==> config.mk <==
export PLATFORM = sky130hd
export DESIGN_NAME = fetch_stage
export DESIGN_NICKNAME = d
export VERILOG_FILES = /design/src/rtl/fetch_stage.sv
export SDC_FILE = /design/constraint.sdc
export NUM_CORES = 1
export LEC_CHECK = 0
export ABC_AREA = 1
export BUFFER_PORTS_ARGS = -buffer_cell sky130_fd_sc_hd__buf_4
export CORE_UTILIZATION = 46
export CTS_CLUSTER_DIAMETER = 200
export DETAILED_ROUTE_END_ITERATION = 10
export PLACE_DENSITY_LB_ADDON = 0.08
export REMOVE_ABC_BUFFERS = 1
export SYNTH_ARGS = -nofsm -noshare
export SYNTH_HDL_FRONTEND = slang
export SYNTH_SLANG_ARGS = --single-unit
==> constraint.sdc <==
create_clock -name clk -period 1.5 [get_ports clk]
set_input_delay 0.225 -clock clk [delete_from_list [all_inputs] [get_ports clk]]
set_output_delay 0.225 -clock clk [all_outputs]
set_load 0.05 [all_outputs]
==> src/rtl/fetch_stage.sv <==
// rtl/fetch_stage.sv - IF stage and IF/ID pipeline register with variable-latency imem handshake
//
// Purpose:
//   Owns PCF, issues level-held fetch requests to instruction memory,
//   buffers one returned word while decode is stalled, applies EX/WB
//   redirects and loads the IF/ID register (or a bubble) every cycle.
//
// Parameters:
//   RESET_PC   PCF value after reset
//   NOP_INSTR  InstrD value for a bubble
//
// Ports:
//   clk, reset                  clock, synchronous active-high reset
//   StallF, StallD, FlushD      hazard unit controls
//   BranchTakenE, ALUResultE    EX-stage redirect and target
//   PCSrcW, ResultW             WB-stage redirect (R15 write) and target
//   imem_req, imem_addr         fetch request (level) and address
//   imem_valid, imem_rdata      one-cycle response strobe and word
//   InstrD, ValidD, PCPlus8D    IF/ID register contents
//   CondD, OpD, FunctD, RdD     instruction fields of InstrD
//   FetchBusyF                  no instruction available this cycle
//   FetchCount, BubbleCount     performance counters
//
// Configuration:
//   FETCH_PERF_EN  when defined, FetchCount/BubbleCount count accepts and
//                  bubble loads; otherwise both are tied to zero.

module fetch_stage #(
    parameter logic [31:0] RESET_PC  = 32'h0000_0000,
    parameter logic [31:0] NOP_INSTR = 32'h0000_0000
) (
    input  logic        clk,
    input  logic        reset,
    input  logic        StallF,
    input  logic        StallD,
    input  logic        FlushD,
    input  logic        BranchTakenE,
    input  logic [31:0] ALUResultE,
    input  logic        PCSrcW,
    input  logic [31:0] ResultW,
    output logic        imem_req,
    output logic [31:0] imem_addr,
    input  logic        imem_valid,
    input  logic [31:0] imem_rdata,
    output logic [31:0] InstrD,
    output logic        ValidD,
    output logic [31:0] PCPlus8D,
    output logic [3:0]  CondD,
    output logic [1:0]  OpD,
    output logic [5:0]  FunctD,
    output logic [3:0]  RdD,
    output logic        FetchBusyF,
    output logic [31:0] FetchCount,
    output logic [31:0] BubbleCount
);

    typedef enum logic [1:0] {
        S_FETCH = 2'd0,
        S_WAIT  = 2'd1,
        S_DROP  = 2'd2
    } state_t;

    state_t      state;
    state_t      state_next;
    logic [31:0] pcf;
    logic        hb_valid;
    logic [31:0] hb_data;

    logic        redirect;
    logic [31:0] redirect_target;
    logic        req_active;
    logic        resp_live;
    logic        avail;
    logic [31:0] fetch_word;
    logic        accept;

    always_comb begin
        redirect        = BranchTakenE | PCSrcW;
        // EX is younger in program order than WB's target source, so it wins.
        redirect_target = BranchTakenE ? ALUResultE : ResultW;
        // A buffered word must be drained before a new request goes out.
        req_active      = (state != S_DROP) && !hb_valid;
        resp_live       = req_active && imem_valid;
        avail           = hb_valid || resp_live;
        fetch_word      = hb_valid ? hb_data : imem_rdata;
        accept          = avail && !StallF && !StallD && !redirect;

        state_next = state;
        case (state)
            S_FETCH, S_WAIT: begin
                if (hb_valid || imem_valid) begin
                    state_next = S_FETCH;
                end else if (redirect) begin
                    // The outstanding request already targets the old PC;
                    // its response must be swallowed before refetching.
                    state_next = S_DROP;
                end else begin
                    state_next = S_WAIT;
                end
            end
            S_DROP: begin
                if (imem_valid) begin
                    state_next = S_FETCH;
                end
            end
            default: state_next = S_FETCH;
        endcase
    end

    always_ff @(posedge clk) begin
        if (reset) begin
            state    <= S_FETCH;
            pcf      <= RESET_PC;
            hb_valid <= 1'b0;
            hb_data  <= NOP_INSTR;
        end else begin
            state <= state_next;
            if (redirect) begin
                pcf      <= redirect_target;
                hb_valid <= 1'b0;
            end else if (accept) begin
                pcf      <= pcf + 32'd4;
                hb_valid <= 1'b0;
            end else if (resp_live) begin
                // Not accepted and no redirect: fetch is stalled, park the word.
                hb_valid <= 1'b1;
                hb_data  <= imem_rdata;
            end
        end
    end

    always_ff @(posedge clk) begin
        if (reset) begin
            InstrD   <= NOP_INSTR;
            ValidD   <= 1'b0;
            PCPlus8D <= RESET_PC + 32'd8;
        end else if (FlushD) begin
            InstrD <= NOP_INSTR;
            ValidD <= 1'b0;
        end else if (StallD) begin
            InstrD   <= InstrD;
            ValidD   <= ValidD;
            PCPlus8D <= PCPlus8D;
        end else if (accept) begin
            InstrD   <= fetch_word;
            ValidD   <= 1'b1;
            PCPlus8D <= pcf + 32'd8;
        end else begin
            InstrD <= NOP_INSTR;
            ValidD <= 1'b0;
        end
    end

`ifdef FETCH_PERF_EN
    logic [31:0] fetch_cnt;
    logic [31:0] bubble_cnt;

    always_ff @(posedge clk) begin
        if (reset) begin
            fetch_cnt  <= 32'd0;
            bubble_cnt <= 32'd0;
        end else begin
            if (accept) begin
                fetch_cnt <= fetch_cnt + 32'd1;
            end
            if (FlushD || (!StallD && !accept)) begin
                bubble_cnt <= bubble_cnt + 32'd1;
            end
        end
    end

    assign FetchCount  = fetch_cnt;
    assign BubbleCount = bubble_cnt;
`else
    assign FetchCount  = 32'd0;
    assign BubbleCount = 32'd0;
`endif

    assign imem_req   = req_active;
    assign imem_addr  = pcf;
    assign FetchBusyF = !avail;
    assign CondD      = InstrD[31:28];
    assign OpD        = InstrD[27:26];
    assign FunctD     = InstrD[25:20];
    assign RdD        = InstrD[15:12];

endmodule

==> key figures <==
Outcome
  • Status: finished, violations left
  • Violated checks: negative setup slack

Cells and area
  • Area grow syn2layout: 41.1%
  • Most frequent cells in the layout: buf_4, nand2_1, dfxtp_1, inv_1, nor2_1
  • Commonest non-fill, non-tap cell in the layout: buf_4
  • Ant. Diodes: 0
  • Nets@finish: 1534
  • Ratio of cells with drive above 1 in the final layout: 0.346
  • Fillers: about 1500

Global routing
  • Pin count of the biggest net entering global routing: between 40 and 50
  • Total GRT Usage: 0.264
  • Vias in the first global route: 7299
  • First-pass GRT wire length: 36600 um
  • Antenna violations before repair: 0
  • Grt total ovfl: 0

Drt
  • Initial DRC count: 408
  • WL/cell: 14.4 um
  • Routed WL: 23900 um
  • Initial DRT Pass Iterations: 5
  • DRC errors left: 0
  • DR vias/cell: around 5.0
  • Via count: 8230
  • Antenna-violating nets left: 0

Synthesis
  • Xor/xnor cell area share of the yosys netlist: 0.0136
  • Largest family of logic cells by synthesized area: simple AND/OR/NAND/NOR gates
  • Post-Synth Simple-Gate Area: 0.295
  • Synth Instances: ~1200
  • Ys Warns: 0
  • Synth Area in Compound Gates: 0.173
  • Number of synthesized register bits: about 130
  • Post-Synthesis Cell Area: a little under 8000 um2
  • Distinct cell type count after synthesis: 38
  • Avg Cell Area, Syn: roughly 6.6 um2
  • Post-Synth Adder-Cell Area: 0.00487
  • Post-synthesis mux area share: 0
  • Sequential share of the synthesized area: 0.343

Placement
  • Routability cong.: slightly above 0.9
  • Post-detail-place hpwl: between 15000 and 20000 um
  • Port bufs: 218

Die
  • Full die area: 17300 um2
  • Starting Density: 0.478
  • Rows: 46
  • Die width: 131 um
  • Die Y-Extent: around 130 um
  • Num ports: 283
  • Core box area: 16100 um2

Setup path
  • Critical path, cell by cell: nand2_1 > nor2_4 > nand2_1 > buf_4 > nor2_2 > xor2_1 > nand2_1 > a21oi_2
  • Setup crit end kind: flip-flop
  • R2R Path Start: imem_addr[13]$_SDFFE_PP0P_
  • Req. time, crit path: 1870 ps
  • CP max-delay cell: dfxtp_1
  • Crit Path Max Fanout: 3
  • Most frequent cell on the critical path: nand2_1
  • Crit. Startpoint: imem_addr[13]$_SDFFE_PP0P_
  • Critical Path Start Type: flip-flop
  • Setup CP Type: reg2reg
  • CP arrival: around 1900 ps
  • Delay of the slowest cell on the worst path: 400 ps

Clock tree
  • CTS tree: built
  • Clock sink count: 132
  • Clk pin slew, worst setup/hold paths: 60 ps
  • Worst-Skew Late Latency: 430 ps
  • Clock Path Buffers: 2
  • H-tree levels: 4
  • TritonCTS Buffers: 17
  • Root buffer cell: clkbuf_16

Power and ir drop
  • Pwr dens: slightly above 900 nW/um2
  • Max VDD drop: roughly 850 uV
  • Power Total: 10.0 mW
  • Static leakage: roughly 4.9 nW

Job
  • Max-cap violations: 0

Timing
  • Final worst slack: -2.73 ps
  • Final Hold Violating Endpoints: 0
  • RSZ-0062 raised after global routing: yes
  • Final setup fails: 1
  • Post-Route Setup TNS: -2.73 ps
  • Worst Clk Skew: 9.53 ps
  • Hold_ws: 65.3 ps
  • Slew Limit Fails: 0
  • Max Clock Freq: 665 MHz
  • Fin crit share: 1.00
  • Final worst path period need: 1500 ps

Hold path
  • Worst Hold Launch: ResultW[1]
  • HP Class: in2reg
## worst max-delay path, delay by kind of cell (launching register included)
family | cells | cell delay, ps
simple gates | 5 | 620
flops | 1 | 400
compound gates | 1 | 110
buf+inv | 1 | 160
xor+xnor | 1 | 160
## per-stage QoR
stage / std cells / area, um2 / utilization / setup slack [ps]
3_5_place_dp: 1616 / 9720 / 0.603 / -119
4_1_cts: 1649 / 10400 / 0.642 / 3.90
3_3_place_gp: 1616 / 9720 / 0.603 / -57.9
6_report: 1656 / 10900 / 0.674 / -2.73
2_1_floorplan: 1092 / 7040 / - / -1770
5_1_grt: 1656 / 10900 / 0.674 / -145
## timing repair
item	4_1_cts	5_1_grt
gates cloned	0	2
resized for setup	24	147
pin swaps	2	32
hold buffers	0	0
setup buffers	1	5
endpoints found under the setup margin	31	100
## metal layers
metal,vias up,track usage,part of all wire
met3,42,0.0559,0.061
met2,298,0.434,0.48
met1,3764,0.334,0.44
met4,0,0.107,0.021
li1,4126,-,-
met5,-,0,0
## cell type report
| type | count | area, um2 | share of cell area |
|---|---|---|---|
| Clock inverter | 14 | 128 | 0.0117 |
| Clock buffer | 18 | 439 | 0.0404 |
| Multi-Input combinational cell | 851 | 4370 | 0.402 |
| Tap cell | 216 | 270 | 0.0249 |
| Timing Repair Buffer | 316 | 2580 | 0.237 |
| Inverter | 109 | 412 | 0.0379 |
| Sequential cell | 132 | 2670 | 0.246 |
## state kept, by name, summed over array words and instances, names as in the netlist
register,flops
ValidD,1
state,2
PCPlus8D,32
InstrD,32
hb_data,32
imem_addr,32
hb_valid,1
## power breakdown
| part | internal, mW | total [mW] | switching [mW] |
|---|---|---|---|
| clock network | 2.34 | 4.05 | 1.71 |
| logic | 0.741 | 2.22 | 1.48 |
| registers | 3.65 | 3.76 | 0.113 |
## cell families (layout without fill, tap and decap cells)
kind of cell | count (synthesis) | in the layout
and+or+nand+nor | 538 | 538
buffers and inverters | 248 | 457
AOI/OAI and AO/OA | 234 | 234
DFF | 132 | 132
xor gates and xnor gates | 12 | 12
adders and majority gates | 3 | 3
other | 1 | 64
## path summary, 6_finish.rpt
path	to	cells after the start	slack (ps)
hold reg to reg	state[0]$_SDFFE_PP0P_	1	440
hold / removal	imem_addr[1]$_SDFFE_PP0P_	3	70
setup / recovery	imem_addr[17]$_SDFFE_PP0P_	8	-3
setup reg to reg	imem_addr[17]$_SDFFE_PP0P_	8	-3
## Yosys cell counts
cell	number	area [um2]
o21ai_2	1	8.76
or2_2	1	6.26
o21ai_1	2	10.0
buf_6	3	33.8
xor2_1	11	96.3
nand3_2	2	20.0
o22ai_1	4	25.0
nor2_1	114	428
conb_1	1	3.75
clkbuf_2	1	5.00
nand4_1	8	50.1
inv_1	102	383
buf_2	19	95.1
buf_4	81	608
nand2_1	310	1160
o21bai_1	1	7.51
buf_8	2	30.0
nor2_8	1	20.0
o21ai_0	76	380
clkbuf_1	28	105
a21oi_1	107	536
nand3_1	70	350
buf_1	5	18.8
nand2_4	2	22.5
nand2_2	3	18.8
nor2_4	6	67.6
clkinv_1	1	3.75
a31oi_1	4	25.0
xnor2_1	1	8.76
dfxtp_1	132	2640
nor2_2	16	100
inv_2	6	22.5
a21oi_2	5	43.8
nor3_1	4	20.0
o211ai_1	25	188
ha_1	3	37.5
nor4_1	1	6.26
o211ai_2	9	113
Note: power is estimated with default switching activity, not from simulation.
